`config.mk`:
```
export PLATFORM = sky130hd
export DESIGN_NAME = s2p_deser
export DESIGN_NICKNAME = d
export VERILOG_FILES = /design/src/rtl/serdes_pkg.sv /design/src/rtl/s2p_deser.sv
export SDC_FILE = /design/constraint.sdc
export NUM_CORES = 1
export LEC_CHECK = 0
export CORE_UTILIZATION = 30
export CTS_CLUSTER_DIAMETER = 200
export CTS_CLUSTER_SIZE = 24
export DETAILED_ROUTE_END_ITERATION = 8
export DONT_BUFFER_PORTS = 1
export GPL_TIMING_DRIVEN = 0
export HOLD_SLACK_MARGIN = 0.15
export PLACE_DENSITY_LB_ADDON = 0.3
export SLEW_MARGIN = 15
export SYNTH_ARGS = -nofsm -noshare
export SYNTH_HDL_FRONTEND = slang
export SYNTH_SLANG_ARGS = --single-unit
```
`constraint.sdc`:
```
create_clock -name clk -period 2.55 [get_ports clk]
set_input_delay 0.765 -clock clk [delete_from_list [all_inputs] [get_ports clk]]
set_output_delay 0.765 -clock clk [all_outputs]
set_load 0.05 [all_outputs]
```
`src/rtl/serdes_pkg.sv`:
```
// Shared definitions for the safe-datapath serializer/deserializer pair.
package serdes_pkg;

    // Default word width of the code path between p2s and s2p_deser.
    localparam int WORD_W = 4;

    // Deserializer buffer occupancy.
    typedef enum logic [1:0] {
        EMPTY    = 2'd0,
        HAVE_OUT = 2'd1,
        FULL     = 2'd2
    } s2p_state_t;

endpackage

```
`src/rtl/s2p_deser.sv`:
```
// Serial-to-parallel deserializer: collects an LSB-first serial stream into
// N-bit words and presents them on a parallel valid/ready interface. The
// assembly shift register and the output register form a two-word buffer,
// so the next word can be collected while the current one waits.
//
//   state    | meaning
//   ---------+--------------------------------------------------------
//   EMPTY    | no word presented; sh_reg may hold a partial word
//   HAVE_OUT | out_reg presented; sh_reg assembling the next word
//   FULL     | out_reg presented; sh_reg holds a complete word, stall
module s2p_deser
    import serdes_pkg::*;
#(
    parameter int N = WORD_W
) (
    input  logic         clk,
    input  logic         rstn,
    input  logic         ser_valid,
    input  logic         ser_data,
    output logic         ser_ready,
    output logic         par_valid,
    output logic [N-1:0] par_data,
    input  logic         par_ready
);

    localparam int CW = $clog2(N);
    // Explicit terminal count so non-power-of-2 widths never wrap by overflow.
    localparam logic [CW-1:0] CNT_MAX = CW'(N - 1);

    s2p_state_t    state;
    logic [N-1:0]  sh_reg;
    logic [N-1:0]  out_reg;
    logic [CW-1:0] bit_cnt;

    logic          ser_xfer;
    logic          par_xfer;
    logic          word_done;
    logic [N-1:0]  new_word;

    // Output decode straight from registered state.
    assign par_valid = (state != EMPTY);
    assign ser_ready = (state != FULL);
    assign par_data  = out_reg;

    assign ser_xfer  = ser_valid && ser_ready;
    assign par_xfer  = par_valid && par_ready;
    assign new_word  = {ser_data, sh_reg[N-1:1]};
    assign word_done = ser_xfer && (bit_cnt == CNT_MAX);

    // Shift-in datapath, bit counter and buffer-occupancy controller.
    always_ff @(posedge clk or negedge rstn) begin
        if (!rstn) begin
            state   <= EMPTY;
            sh_reg  <= '0;
            out_reg <= '0;
            bit_cnt <= '0;
        end else begin
            if (ser_xfer) begin
                sh_reg  <= new_word;
                bit_cnt <= word_done ? '0 : bit_cnt + 1'b1;
            end

            case (state)
                EMPTY: begin
                    if (word_done) begin
                        out_reg <= new_word;
                        state   <= HAVE_OUT;
                    end
                end
                HAVE_OUT: begin
                    if (word_done && par_xfer) begin
                        // Drain and refill on the same edge: no bubble.
                        out_reg <= new_word;
                    end else if (word_done) begin
                        // sh_reg keeps the completed word until out_reg frees.
                        state <= FULL;
                    end else if (par_xfer) begin
                        state <= EMPTY;
                    end
                end
                FULL: begin
                    // ser_ready is low here, so sh_reg is not shifting.
                    if (par_xfer) begin
                        out_reg <= sh_reg;
                        sh_reg  <= '0;
                        state   <= HAVE_OUT;
                    end
                end
                default: state <= EMPTY;
            endcase
        end
    end

    // The buffer never accepts a serial bit while both words are occupied.
    a_no_ser_in_full: assert property (
        @(posedge clk) disable iff (!rstn)
        (state == FULL) |-> !(ser_valid && ser_ready)
    );

    // A presented word stays valid and unchanged until it is taken.
    a_par_stable: assert property (
        @(posedge clk) disable iff (!rstn)
        (par_valid && !par_ready) |=> (par_valid && $stable(par_data))
    );

endmodule

```
==> metrics.md <==
| Metric | Value |
|---|---|
| Status | `finished, final reports clean` |
| Final #Nets | `55` |
| Num ports | `11` |
| Worst R2R Setup Slack | `around 1.1 ns` |
| Final cell count without fillers | `75` |
| CP peak stage delay | `0.44 ns` |
| Reg2reg start | `state[0]` |
| GRT Residual Overflow | `0` |
| Initial antenna violation count | `0` |
| Row cnt | `16` |
| Tot GR Track Use | `0.0962` |
| Antenna Cells | `0` |
| Clk network pwr share | `0.186` |
| Post-route DRC | `0` |
| Slew margin rel. | `0.681` |
| Fin. max-slew vios | `0` |
| Setup TNS | `0 ns` |
| Height of the die | `between 40 and 50 µm` |
| Critical Path RT | `1.79 ns` |
| Least-Margin Pin Slew | `between 0.4 and 0.5 ns` |
| Post-synthesis cell type count | `20` |
| DR WL/cell | `between 10 and 15 µm` |
| Sequential fraction of the synthesis area | `0.478` |
| DRT Pass-1 Iters | `4` |
| Post-CTS Resized | `0` |
| Worst-path maximum fanout | `5` |
| Clock root cell | `clkbuf_4` |
| Sequential Power Share | `0.502` |
| Total core area | `approximately 2000 µm²` |
| Worst Path Arrival | `between 1 and 1.5 ns` |
| Syn Inst Count | `44` |
| Total power | `0.000807 W` |
| CTS tree | `done` |
| Minimum clock period | `~1.9 ns` |
| Net Sw Power | `between 0.0003 and 0.0004 W` |
| Sw Share | `0.395` |
| WL met3 | `roughly 80 µm` |
| Clock buffer depth | `2` |
| Yosys Warn Count | `0` |
| Layout Skew | `0.00173 ns` |
| Critical path startpoint category | `flop` |
| Clock sinks | `12` |
| Largest net degree at the start of global routing | `13` |
| Initial DRC count | `7` |
| Initial Util | `0.320` |
| Antenna Nets Post-Route | `0` |
| Number of placed instances, taps included | `slightly above 70` |
| Routed length on met2 | `approximately 400 µm` |
| Setup Crit Path Kind | `reg -> out` |
| Synthesis-to-finish area growth | `11.2%` |
| # setup viols final | `0` |
| Synth Net Count | `50` |
| R2R depth | `4` |
| Comb pwr share | `0.312` |
| Syn Area/Cell | `14.3 µm²` |
| Skew-Pair Late Insertion Delay | `0.27 ns` |
| Metal1 wirelength | `around 470 µm` |
| Pwr/cell area | `approximately 1200 nW/µm²` |
| Cell chain of the critical path | `or2_2` |
| Max cap viols | `0` |
| DPL Wire Length | `about 700 µm` |
| Top Metal Used | `met3` |
| GPL Wtd Cong | `roughly 0.73` |
| Die area | `2280 µm²` |
| R2R Path End | `par_data[0]` |
| Global-route wire length before repair | `approximately 1.5 mm` |
| Cell Int Power | `0.000488 W` |
| Total number of vias | `approximately 360` |
| VDD IR max | `between 0.0006 and 0.0007 V` |
| Vias per cell | `around 4.8` |
| Leakage power | `roughly 0.33 nW` |
| Vias in the first global route | `roughly 350` |
| RSZ-0062 raised after global routing | `no` |
| H-tree lvl count | `1` |
| Slowest CP cell | `or2_2` |
| Cell Area, Synth | `628 µm²` |
| Post-CTS Setup Bufs | `0` |
| Worst hold path class | `in -> async` |
| Share of layout cells above drive strength 1 | `0.333` |
| Worst path top cell family by delay | `simple AND/OR/NAND/NOR gates` |
| Final worst path period share | `0.736` |
| Hold buffers post-CTS | `0` |
| Commonest non-fill, non-tap cells in the layout | `dfrtp_1, mux2_4, a22o_1, mux2_1, clkbuf_4` |
| Highest clock rate | `about 0.53 GHz` |
| PortBufs | `0` |
| Die X-Extent | `47.8 µm` |
| Reg clk slew, reported paths | `approximately 0.080 ns` |
| Final Hold Fails | `0` |
| CP Buf/Inv Count | `0` |
| Final wirelength | `slightly below 1 mm` |
| FF+latch count, synth | `12` |
| Total CTS buffers | `3` |
| Endpoint type of the worst setup path | `output port` |
| Most common cell after layout, fill and taps aside | `dfrtp_1` |
-- how the worst max path moves through the flow --
| stage | startpoint | end | depth (start not counted) |
|---|---|---|---|
| floorplan | ser_valid | par_data[0] | 3 |
| global route | state[0] | par_valid | 1 |
| CTS | state[0] | par_valid | 1 |
| finish | state[0] | par_valid | 1 |
| global placement | ser_valid | par_data[0] | 3 |
| detailed placement | ser_valid | par_data[0] | 3 |
-- layout make-up --
class | instances | area (µm²)
clock buffer | 4 | 36.3
inverter | 1 | 3.75
multi-input combinational | 29 | 302
buffer | 2 | 22.5
tap | 27 | 33.8
fill | 216 | 1260
sequential | 12 | 300
-- cell usage after synthesis, drive strengths merged --
cell type	instances	area [µm²]
a21oi	1	5.00
a22o	4	35.0
and2	1	8.76
buf	2	22.5
dfrtp	12	300
ha	1	12.5
inv	1	3.75
mux2	10	135
mux2i	2	20.0
nand2	1	3.75
nand2b	1	6.26
nand4b	2	17.5
nand4bb	1	11.3
nor2	1	3.75
nor2b	1	6.26
o211ai	1	21.3
o221ai	1	8.76
or2	1	6.26
-- stage by stage --
stage                      util  hold WS, ns  instance area [µm²]  worst slack (ns)
after detailed placement  0.337        0.470                  662             0.927
after global routing      0.356        0.151                  698             0.617
after global placement    0.337        0.470                  662             0.939
after CTS                 0.356        0.169                  698             0.659
final                     0.356        0.183                  698             0.672
after floorplan               -        0.466                  628             0.989
-- power groups by stage --
stage	Sequential (W)	Combinational [W]	Clock (W)
floorplan	0.000398	0.000230	0
CTS	0.000406	0.000256	0.000157
finish	0.000405	0.000252	0.000150
global route	0.000416	0.000273	0.000169
detailed placement	0.000408	0.000256	0
global placement	0.000409	0.000252	0
-- layer usage --
metal,vias up,global-route usage
li1,172,-
met1,176,0.137
met2,14,0.124
met3,0,0.0491
met4,0,0.0333
met5,-,0
-- cells by family after synthesis --
kind of cell / Yosys count / share of synthesized area
AOI/OAI and AO/OA: 7 / 0.112
adders and majority gates: 1 / 0.0199
buffers and inverters: 3 / 0.0418
DFF: 12 / 0.478
muxes: 12 / 0.247
and+or+nand+nor: 9 / 0.102
(Power assumes the default switching activity.)
